==> src/rtl/alu_mul_seq.sv <==
// rtl/alu_mul_seq.sv - sequential shift-add 32x32->64 unsigned multiply sharing the execution-stage ALU
// Optional build macro: MUL_EARLY_EXIT_EN (stops iterating once the remaining multiplier bits are all zero)
module alu_mul_seq #(
  parameter int DATA_WIDTH = 32,
  parameter int CNT_W      = 6
) (
  input  logic                  clk,
  input  logic                  rst,
  input  logic                  in_valid,
  output logic                  in_ready,
  input  logic [DATA_WIDTH-1:0] in_a,
  input  logic [DATA_WIDTH-1:0] in_b,
  output logic                  out_valid,
  input  logic                  out_ready,
  output logic [DATA_WIDTH-1:0] out_hi,
  output logic [DATA_WIDTH-1:0] out_lo,
  output logic [DATA_WIDTH-1:0] alu_a,
  output logic [DATA_WIDTH-1:0] alu_b,
  output logic [2:0]            alu_op,
  input  logic [DATA_WIDTH-1:0] alu_result,
  input  logic                  alu_carryout
);

  typedef enum logic [1:0] {S_IDLE, S_CALC, S_DONE} state_t;

  localparam logic [2:0]       OP_ADD   = 3'b010;
  localparam logic [CNT_W-1:0] LAST_CNT = CNT_W'(DATA_WIDTH - 1);

  state_t                r_state;
  logic [DATA_WIDTH-1:0] r_acc_hi;
  logic [DATA_WIDTH-1:0] r_mplier;
  logic [DATA_WIDTH-1:0] r_mcand;
  logic [CNT_W-1:0]      r_cnt;
  logic                  r_in_ready;
  logic                  r_out_valid;
  logic [DATA_WIDTH-1:0] r_out_hi;
  logic [DATA_WIDTH-1:0] r_out_lo;

  // One shift-add step: the full 33-bit sum shifts right into {acc_hi, mplier},
  // so the ALU carry lands in the top bit of acc_hi rather than being dropped.
  logic [DATA_WIDTH-1:0] w_step_hi;
  logic [DATA_WIDTH-1:0] w_step_lo;
  assign w_step_hi = {alu_carryout, alu_result[DATA_WIDTH-1:1]};
  assign w_step_lo = {alu_result[0], r_mplier[DATA_WIDTH-1:1]};

`ifdef MUL_EARLY_EXIT_EN
  // Remaining multiplier bits; once zero, every further step would only shift.
  logic [DATA_WIDTH-1:0]   r_mrem;
  logic                    w_exit;
  logic [CNT_W:0]          w_shamt;
  logic [2*DATA_WIDTH-1:0] w_aligned;
  assign w_exit    = (r_mrem == '0);
  assign w_shamt   = (CNT_W+1)'(DATA_WIDTH) - {1'b0, r_cnt};
  assign w_aligned = {r_acc_hi, r_mplier} >> w_shamt;
`endif

  assign in_ready  = r_in_ready;
  assign out_valid = r_out_valid;
  assign out_hi    = r_out_hi;
  assign out_lo    = r_out_lo;

  // ALU drive: accumulate during CALC, park at ADD 0+0 otherwise
  always_comb begin
    alu_op = OP_ADD;
    alu_a  = '0;
    alu_b  = '0;
    if (r_state == S_CALC) begin
      alu_a = r_acc_hi;
      alu_b = r_mplier[0] ? r_mcand : '0;
    end
  end

  // Control FSM with datapath registers and registered handshake outputs
  always_ff @(posedge clk or posedge rst) begin
    if (rst) begin
      r_state     <= S_IDLE;
      r_acc_hi    <= '0;
      r_mplier    <= '0;
      r_mcand     <= '0;
      r_cnt       <= '0;
      r_in_ready  <= 1'b1;
      r_out_valid <= 1'b0;
      r_out_hi    <= '0;
      r_out_lo    <= '0;
`ifdef MUL_EARLY_EXIT_EN
      r_mrem      <= '0;
`endif
    end else begin
      case (r_state)
        S_IDLE: begin
          if (in_valid) begin
            r_mcand    <= in_a;
            r_mplier   <= in_b;
            r_acc_hi   <= '0;
            r_cnt      <= '0;
            r_in_ready <= 1'b0;
            r_state    <= S_CALC;
`ifdef MUL_EARLY_EXIT_EN
            r_mrem     <= in_b;
`endif
          end
        end
        S_CALC: begin
`ifdef MUL_EARLY_EXIT_EN
          if (w_exit) begin
            r_acc_hi    <= w_aligned[2*DATA_WIDTH-1:DATA_WIDTH];
            r_mplier    <= w_aligned[DATA_WIDTH-1:0];
            r_out_hi    <= w_aligned[2*DATA_WIDTH-1:DATA_WIDTH];
            r_out_lo    <= w_aligned[DATA_WIDTH-1:0];
            r_out_valid <= 1'b1;
            r_state     <= S_DONE;
          end else
`endif
          begin
            r_acc_hi <= w_step_hi;
            r_mplier <= w_step_lo;
            r_cnt    <= r_cnt + 1'b1;
`ifdef MUL_EARLY_EXIT_EN
            r_mrem   <= r_mrem >> 1;
`endif
            if (r_cnt == LAST_CNT) begin
              r_out_hi    <= w_step_hi;
              r_out_lo    <= w_step_lo;
              r_out_valid <= 1'b1;
              r_state     <= S_DONE;
            end
          end
        end
        S_DONE: begin
          if (out_ready) begin
            r_out_valid <= 1'b0;
            r_in_ready  <= 1'b1;
            r_state     <= S_IDLE;
          end
        end
        default: r_state <= S_IDLE;
      endcase
    end
  end

endmodule

==> config.mk <==
export PLATFORM = sky130hd
export DESIGN_NAME = alu_mul_seq
export DESIGN_NICKNAME = d
export VERILOG_FILES = /design/src/rtl/alu_mul_seq.sv
export SDC_FILE = /design/constraint.sdc
export NUM_CORES = 1
export LEC_CHECK = 0
export ABC_AREA = 1
export CAP_MARGIN = 20
export CORE_MARGIN = 5
export CORE_UTILIZATION = 35
export CTS_CLUSTER_DIAMETER = 200
export DETAILED_ROUTE_END_ITERATION = 10
export PLACE_DENSITY = 0.77
export SETUP_SLACK_MARGIN = 0.1
export SYNTH_ARGS = -nofsm -noshare
export SYNTH_HDL_FRONTEND = slang
export SYNTH_SLANG_ARGS = --single-unit
export TNS_END_PERCENT = 100
==> constraint.sdc <==
create_clock -name clk -period 5 [get_ports clk]
set_clock_uncertainty 0.05 [all_clocks]
set_input_delay 0.75 -clock clk [delete_from_list [all_inputs] [get_ports clk]]
set_output_delay 0.75 -clock clk [all_outputs]
set_load 0.01 [all_outputs]
==> results of run 1 <==
through the flow:
step	total power, W	area (um^2)	util [%]	hold WS (ns)
floorplan	0.00382	7390	-	0.392
global placement	0.00522	9800	46.9	0.403
detailed placement	0.00530	9800	46.9	0.404
CTS	0.00667	10400	49.8	0.415
global route	0.00716	10500	50.1	0.444
finish	0.00662	10500	50.1	0.411
registers in the layout, summed over array words and instances (netlist names):
register,cells
r_acc_hi,32
out_hi,32
r_mplier,32
r_cnt,6
r_mcand,32
r_state,2
out_valid,1
in_ready,1
out_lo,32
cell usage in the layout (no fill, tap or decap), types with 5 or more instances in the layout:
| cell type | instances |
|---|---|
| clkdlybuf4s50_1 | 230 |
| clkbuf_16 | 17 |
| buf_4 | 5 |
| inv_1 | 68 |
| o21ai_0 | 33 |
| dfrtp_1 | 169 |
| a21oi_1 | 32 |
| nand2_1 | 376 |
| nor2_1 | 99 |
| nand3_1 | 69 |
critical path, stage by stage (launching register included):
cell,delay [ns]
dfrtp_1,0.38
inv_1,0.14
nand2_2,0.10
inv_4,0.46
nand2_1,0.37
buf_16,0.27
nor2_1,0.12
clkdlybuf4s50_1,0.55
cells by family after synthesis:
family                   count (synthesis)  share of synthesized area (%)
other                                    2                          0.102
XOR/XNOR                                 1                          0.119
adder cells (fa/ha/maj)                  1                          0.169
AO/OA/AOI/OAI                           69                           4.68
buffers and inverters                  129                           7.91
flip-flops                             170                           57.6
AND/OR/NAND/NOR                        551                           29.4
metal layers:
metal / track usage (%) / wire length [um] / vias up
met1: 22.5 / 8910 / 3089
met3: 3.78 / 1140 / 19
li1: - / - / 3213
met4: 4.29 / 261 / 0
met2: 27.7 / 9690 / 191
met5: 0 / 0 / -
power groups by stage:
stage	logic [W]	registers, W	clock network (W)
6_report	0.00298	0.00231	0.00133
5_1_grt	0.00334	0.00239	0.00143
4_1_cts	0.00299	0.00231	0.00137
3_5_place_dp	0.00297	0.00233	0
3_3_place_gp	0.00291	0.00231	0
2_1_floorplan	0.00144	0.00238	0
final timing paths:
check,cells past startpoint,to
worst max register to register,7,out_lo[6]$_DFFE_PP0P_
min in group asynchronous,3,out_hi[18]$_DFFE_PP0P_
worst max-delay path,7,alu_b[26]
worst min-delay path,2,in_ready$_DFFE_PP1P_
worst min register to register,2,in_ready$_DFFE_PP1P_
max in group asynchronous,3,r_mplier[6]$_DFFE_PP0P_
final cells by class:
type / count / share of cell area [%]
timing repair buffer: 239 / 23.2
multi-input combinational: 625 / 24.6
inverter: 71 / 2.61
sequential: 170 / 40.7
clock inverter: 12 / 1.33
clock buffer: 20 / 4.36
tap: 275 / 3.29
==> impl_results.md, run 1 <==
- Outcome: finished, final reports clean
- Reg-to-reg critical path startpoint: r_state[1]$_DFFE_PP0P_
- CTS Hold Buffers Added: 0
- Critical Path Fanout Max: 66
- Slew HR: 34.2%
- Count leader, synth: nand2_1
- FF+latch count, synth: 170
- Pin count of the biggest net entering global routing: 171
- Per-cell routed wire length: 14.2 um
- Clock buffer depth: 2
- Detailed Route Iter0 Violations: 358
- Synth cell count leaders: 378 x nand2_1, 169 x dfrtp_1, 99 x nor2_1
- Antenna Violating Nets Remaining: 0
- Vias in the first global route: 6415
- First-pass GRT wire length: 33.1 mm
- Area of the multi-input gates: 2570 um^2
- Clock latency on the worst-skew pair: 0.41 ns
- Core footprint: 20900 um^2
- Die width: 155 um
- RSZ-0062 raised after global routing: no
- Arr. time, crit path: 2.81 ns
- Post-route setup slack: 1.39 ns
- Pins Over Slew Limit: 0
- Dpl ws: 1.41 ns
- Yosys cell types: 22
- Placed instance count: 1377
- Asr flop ratio synth: 100%
- Switching part of the total power: 37.1%
- Sink Count: 170
- Critical Path RT: 4.20 ns
- H-tree lvl count: 4
- FF+latch area: 4260 um^2
- Root Driver: clkbuf_16
- Setup crit start kind: flop
- Row count: 53
- Overall die area: 24100 um^2
- Fin cells: 1412
- Register-to-Register Setup Slack: 2.57 ns
- Max Cap Viol: 0
- Diodes inserted: 0
- Clock slew at reported path FFs: 0.06 ns
- CP startpoint: r_state[1]$_DFFE_PP0P_
- Setup_tns: 0 ns
- Final nets: 1226
- Crit path capture type: primary output
- Fillers: 1955
- Layout cell share with drive strength beyond 1: 4.40%
- Peak supply drop: 0.000370 V
- Dominant cell type by area after synthesis: dfrtp_1
- Post-synth top area share: 57.3%
- Via count: 6512
- Post-Route WL: 20.0 mm
- Initial antenna violation count: 0
- Clock share of power: 20.1%
- Port buffer count: 230
- Final period util: 72.1%
- # IOs: 234
- Total global-route track usage: 16.8%
- Chip height: 155 um
- # DRC: 0
- Hold Crit Class: flop to flop
- Top FF cell, synth: dfrtp_1
- Quantity of gates resized following cts: 0
- Sequential area share after synthesis: 57.6%
- Syn Inst Count: 923
- Maximum clock frequency: 0.277 GHz
- Setup violations, final: 0
- Via/cell ratio: 4.61
- Tmin final: 3.61 ns
- Post-CTS Setup Inserts: 0
- Average size of a mapped cell: 8.00 um^2
- Synth area leaders: dfrtp_1 57%, nand2_1 19%, nor2_1 5.0%, nand3_1 4.7%, inv_1 3.5%
- Leakage Power: 5.21 nW
- Power Internal: 0.00416 W
- DPL Wire Length: 13.0 mm
- GP Congestion: 0.788
- Final Hold Viols: 0
- Share of power burned in registers: 34.9%
- Router iterations before antenna repair: 4
- Setup CP Type: flop to primary output
- Post-synth EDFFs: 0
- CTS Buf Count: 17
- Initial Util: 35.4%
- Ys Warns: 0
- Comb power frac: 45.0%
- GRT Residual Overflow: 0
- Cell Area, Synth: 7380 um^2
- Hold Crit Start: in_ready$_DFFE_PP1P_
- NetSw: 0.00245 W
- Slew at the pin with the worst max-slew slack: 0.987 ns
- Area grow syn2layout: 41.7%
- Pwr per Cell Area: 632 nW/um^2
- CTS tree: done
Note: power is estimated with default switching activity, not from simulation.
==> run 2: changes to the inputs <==
--- a/config.mk
+++ b/config.mk
@@ -11,7 +11,7 @@
 export CORE_UTILIZATION = 35
 export CTS_CLUSTER_DIAMETER = 200
 export DETAILED_ROUTE_END_ITERATION = 10
-export PLACE_DENSITY = 0.77
+export PLACE_DENSITY = 0.74
 export SETUP_SLACK_MARGIN = 0.1
 export SYNTH_ARGS = -nofsm -noshare
 export SYNTH_HDL_FRONTEND = slang
==> constraint.sdc (replaced) <==
create_clock -name clk -period 3.5 [get_ports clk]
set_clock_uncertainty 0.05 [all_clocks]
set_input_delay 0.525 -clock clk [delete_from_list [all_inputs] [get_ports clk]]
set_output_delay 0.525 -clock clk [all_outputs]
set_load 0.01 [all_outputs]
==> impl_results.md, run 2 (synthesized netlist as in run 1, its figures left out) <==
- Register-to-Register Setup Slack: 1.25 ns (-1.32 ns)
- Row count: 53 (unchanged)
- Setup violations, final: 0 (unchanged)
- Initial Util: 35.4% (unchanged)
- Slew at the pin with the worst max-slew slack: 0.882 ns (-0.105 ns)
- GP Congestion: 0.813 (+3.1%)
- Per-cell routed wire length: 14.4 um (+1.3%)
- Pwr per Cell Area: 899 nW/um^2 (+42%)
- GRT Residual Overflow: 0 (unchanged)
- Vias in the first global route: 6340 (-1.2%)
- Final core occ: 50.0% (-0.10 points)
- Post-CTS Setup Inserts: 0 (unchanged)
- FF-to-FF path depth: 6 (-1)
- CTS tree: done
- Die width: 155 um (unchanged)
- Total power: 0.00939 W (+42%)
- Final period util: 80.2%
- CTS Hold Buffers Added: 0 (unchanged)
- Setup CP Type: flop to primary output
- Clock latency on the worst-skew pair: 0.42 ns (about the same)
- Clock buffer depth: 2 (unchanged)
- Via count: 6456 (-0.86%)
- Sink Count: 170 (unchanged)
- RR Endpoint: out_hi[4]$_DFFE_PP0P_
- Max Cap Viol: 0 (unchanged)
- CTS Buf Count: 17 (unchanged)
- Chip height: 155 um (unchanged)
- First-pass GRT wire length: 33.4 mm (+0.87%)
- Router iterations before antenna repair: 4 (unchanged)
- Port buffer count: 230 (unchanged)
- Final nets: 1230 (+0.33%)
- Clock slew at reported path FFs: 0.07 ns (about the same)
- Leakage Power: 5.19 nW (-0.33%)
- Setup_tns: 0 ns (unchanged)
- Via/cell ratio: 4.56 (-1.1%)
- Peak supply drop: 0.000358 V (-3.1%)
- Final instance area: 10400 um^2 (-0.20%)
- Core footprint: 20900 um^2 (unchanged)
- RSZ-0062 raised after global routing: no
- Critical Path Fanout Max: 69 (+4.5%)
- # IOs: 234 (unchanged)
- Arr. time, crit path: 2.23 ns (-0.58 ns)
- Commonest non-fill, non-tap cell in the layout: nand2_1
- Maximum clock frequency: 0.356 GHz
- Area grow syn2layout: 41.4%
- Initial antenna violation count: 1 (+1)
- Critical Path RT: 2.92 ns (-1.28 ns)
- Outcome: finished, final reports clean
- Layout cell share with drive strength beyond 1: 4.56% (+0.16 points)
- Tmin final: 2.81 ns
- Hold Slack: 0.411 ns (+0.000524 ns)
- CP startpoint: r_state[0]$_DFFE_PP0P_
- Total global-route track usage: 17.1% (+0.38 points)
- Final Hold Viols: 0 (unchanged)
- Commonest non-fill, non-tap cells in the layout: 376 x nand2_1, 230 x clkdlybuf4s50_1, 169 x dfrtp_1
- Antenna Violating Nets Remaining: 0 (unchanged)
- Slew HR: 41.2% (+7.0 points)
- Placed cell areas: 9850 um^2 (+0.46%)
- Critical path destination: alu_a[26]
- Setup crit start kind: flop
- Pin count of the biggest net entering global routing: 142 (-17%)
- Hold Crit Class: flop to flop
- Post-Route WL: 20.3 mm (+1.6%)
- Quantity of gates resized following cts: 0 (unchanged)
- Pins Over Slew Limit: 0 (unchanged)
- Detailed Route Iter0 Violations: 321 (-10%)
- Crit path capture type: primary output
- H-tree lvl count: 4 (unchanged)
- Overall die area: 24100 um^2 (unchanged)
- DPL Wire Length: 13.6 mm (+4.8%)
- Diodes inserted: 0 (unchanged)
- Root Driver: clkbuf_16
- # DRC: 0 (unchanged)
- Reg-to-reg critical path startpoint: r_cnt[0]$_DFFE_PP0P_
## run 2: cell types whose count changed in the layout (fill, tap and decap cells not counted), sizes merged
cell,before,now
buf,9,13
clkinv,4,2
clkinvlp,4,6
## run 2: worst max-delay path: stages (launching register included)
cell and delay, ns:
dfrtp_1 0.44, nand2_2 0.12, buf_4 0.60, nor2_1 0.11
clkdlybuf4s50_1 0.52
## run 2: cell type report
class	instances	area [um^2]
tap	275	344
inverter	71	273
clock buffer	20	437
clock inverter	12	140
fill	2015	10400
sequential	170	4260
timing repair buffer	243	2420
multi-input combinational	625	2570
## run 2: metrics by stage
stage	cells	setup WS, ns
2_1_floorplan	924	0.757
3_5_place_dp	1383	1.09
4_1_cts	1415	0.638
5_1_grt	1416	0.522
3_3_place_gp	1383	1.12
6_report	1416	0.693
## run 2: worst min path at each step
stage | start | to | cells after the start
after floorplan | r_mcand[31]$_DFFE_PP0P_ | r_mcand[31]$_DFFE_PP0P_ | 2
after global placement | in_ready$_DFFE_PP1P_ | in_ready$_DFFE_PP1P_ | 2
after detailed placement | in_ready$_DFFE_PP1P_ | in_ready$_DFFE_PP1P_ | 2
after CTS | in_ready$_DFFE_PP1P_ | in_ready$_DFFE_PP1P_ | 2
after global routing | out_lo[17]$_DFFE_PP0P_ | out_lo[17]$_DFFE_PP0P_ | 2
final | in_ready$_DFFE_PP1P_ | in_ready$_DFFE_PP1P_ | 2
## run 2: layer usage
metal | vias up | GRT usage (%) | wire, um
li1 | 3217 | - | -
met2 | 194 | 27.6 | 9620
met4 | 2 | 4.54 | 323
met1 | 3021 | 23.0 | 9140
met5 | - | 0 | 7
met3 | 22 | 4.67 | 1230
## run 2: power by group
part / switching, W / leakage [nW] / internal, W
Clock: 0.000801 / 0.265 / 0.00106
Sequential: 0.000463 / 1.99 / 0.00284
Combinational: 0.00224 / 2.93 / 0.00199
==> run 3: changes to the inputs <==
==> constraint.sdc (replaced) <==
create_clock -name clk -period 2.6 [get_ports clk]
set_clock_uncertainty 0.05 [all_clocks]
set_input_delay 0.39 -clock clk [delete_from_list [all_inputs] [get_ports clk]]
set_output_delay 0.39 -clock clk [all_outputs]
set_load 0.01 [all_outputs]
==> impl_results.md, run 3 (synthesized netlist as in run 1, its figures left out) <==
- Critical path destination: alu_a[6]
- Port buffer count: 230 (unchanged)
- Final core occ: 51.0% (+1.0 points)
- CTS Hold Buffers Added: 0 (unchanged)
- First-pass GRT wire length: 33.7 mm (+0.87%)
- Initial antenna violation count: 1 (unchanged)
- Commonest non-fill, non-tap cell in the layout: nand2_1
- Diodes inserted: 0 (unchanged)
- Final nets: 1238 (+0.65%)
- RR Endpoint: out_lo[19]$_DFFE_PP0P_
- Peak supply drop: 0.000507 V (+42%)
- Leakage Power: 5.76 nW (+11%)
- Clock latency on the worst-skew pair: 0.41 ns (about the same)
- # IOs: 234 (unchanged)
- Vias in the first global route: 6526 (+2.9%)
- # DRC: 0 (unchanged)
- Antenna Violating Nets Remaining: 0 (unchanged)
- Critical path's largest stage delay: 0.56 ns (-0.04 ns)
- DPL Wire Length: 14.0 mm (+3.1%)
- Crit-path cells: inv_2 > nand2_2 > buf_6 > nor2_1 > clkdlybuf4s50_1
- Area grow syn2layout: 44.4%
- Final Hold Viols: 0 (unchanged)
- Placed cell areas: 9990 um^2 (+1.4%)
- Sink Count: 170 (unchanged)
- Root Driver: clkbuf_16
- Chip height: 155 um (unchanged)
- Hold Slack: 0.392 ns (-0.0197 ns)
- Total global-route track usage: 17.2% (+0.031 points)
- Maximum clock frequency: 0.419 GHz
- GRT Residual Overflow: 0 (unchanged)
- Clock slew at reported path FFs: 0.07 ns (about the same)
- GP Congestion: 0.818 (+0.71%)
- Pins Over Slew Limit: 0 (unchanged)
- Initial Util: 35.4% (unchanged)
- Final period util: 91.8%
- Final instance area: 10700 um^2 (+2.1%)
- Slew at the pin with the worst max-slew slack: 0.686 ns (-0.196 ns)
- Pin count of the biggest net entering global routing: 133 (-6.3%)
- Cell count along the critical path: 5 (+1)
- Arr. time, crit path: 1.95 ns (-0.28 ns)
- Reg-to-reg critical path startpoint: r_state[1]$_DFFE_PP0P_
- Setup CP Type: flop to primary output
- FF-to-FF path depth: 8 (+2)
- CTS tree: done
- Critical Path Fanout Max: 37 (-46%)
- Crit path capture type: primary output
- Setup violations, final: 0 (unchanged)
- Setup_tns: 0 ns (unchanged)
- Dpl ws: 0.491 ns (-0.595 ns)
- Tmin final: 2.39 ns
- Core footprint: 20900 um^2 (unchanged)
- Slew HR: 54.2% (+13 points)
- Post-route setup slack: 0.214 ns (-0.480 ns)
- Router iterations before antenna repair: 5 (+1)
- CTS Buf Count: 17 (unchanged)
- Pwr per Cell Area: 1190 nW/um^2 (+32%)
- Detailed Route Iter0 Violations: 276 (-14%)
- Row count: 53 (unchanged)
- Max Cap Viol: 0 (unchanged)
- Layout cell share with drive strength beyond 1: 5.57% (+1.0 points)
- Clock buffer depth: 2 (unchanged)
- Post-Route WL: 20.5 mm (+0.74%)
- Via count: 6542 (+1.3%)
- Overall die area: 24100 um^2 (unchanged)
- H-tree lvl count: 4 (unchanged)
- Critical Path RT: 2.16 ns (-0.76 ns)
- Hold Crit Class: input pin to async pin
- Per-cell routed wire length: 14.4 um (+0.18%)
- Outcome: finished, final reports clean
- CP max-delay cell: clkdlybuf4s50_1
- Via/cell ratio: 4.59 (+0.76%)
- CP startpoint: r_state[1]$_DFFE_PP0P_
- Setup crit start kind: flop
- Buffers & Inverters on Critical Path: 3 (+1)
- Kind of cell adding the most delay to the critical path: buffers and inverters
- Commonest non-fill, non-tap cells in the layout: 376 x nand2_1, 199 x clkdlybuf4s50_1, 169 x dfrtp_1
- Register-to-Register Setup Slack: 0.77 ns (-0.48 ns)
- Die width: 155 um (unchanged)
- RSZ-0062 raised after global routing: no
[run 3: final cells by class]
class                           instances  area (um^2)
Fill cell                            1949        10200
Sequential cell                       170         4260
Timing Repair Buffer                  251         2630
Multi-Input combinational cell        625         2570
Clock buffer                           19          453
Tap cell                              275          344
Inverter                               71          273
Clock inverter                         13          135
[run 3: worst min path at each step]
| stage | cells after the start | slack [ns] | endpoint |
|---|---|---|---|
| finish | 2 | 0.39 | out_valid$_DFFE_PP0P_ |
| CTS | 2 | 0.40 | r_acc_hi[16]$_DFFE_PP0P_ |
| detailed placement | 2 | 0.41 | out_hi[1]$_DFFE_PP0P_ |
| global placement | 2 | 0.40 | in_ready$_DFFE_PP1P_ |
| global route | 2 | 0.43 | out_valid$_DFFE_PP0P_ |
| floorplan | 2 | 0.39 | r_mcand[31]$_DFFE_PP0P_ |
[run 3: power by group]
| part | leakage [nW] | internal, W | switching (W) |
|---|---|---|---|
| sequential | 1.99 | 0.00382 | 0.000623 |
| clock | 0.282 | 0.00140 | 0.00111 |
| combinational | 3.48 | 0.00267 | 0.00304 |
[run 3: what timing repair did]
action                     4_1_cts  5_1_grt
cloned                           0        0
setup endpoints to repair       42       63
setup buffers                    0        0
hold endpoints to repair         0        0
pin swaps                        0        0
resized for setup                2       32
[run 3: per-stage QoR]
step / std cells / power [W]
floorplan: 924 / 0.00735
global placement: 1392 / 0.0102
detailed placement: 1392 / 0.0103
CTS: 1424 / 0.0129
global route: 1424 / 0.0137
finish: 1424 / 0.0127
[run 3: metal layers]
| layer | part of all wire (%) | global-route usage [%] | vias up |
|---|---|---|---|
| met5 | 0.034 | 0 | - |
| met4 | 1.9 | 4.88 | 2 |
| met3 | 6.5 | 3.92 | 24 |
| met2 | 47 | 27.9 | 210 |
| met1 | 45 | 23.2 | 3065 |
| li1 | - | - | 3241 |
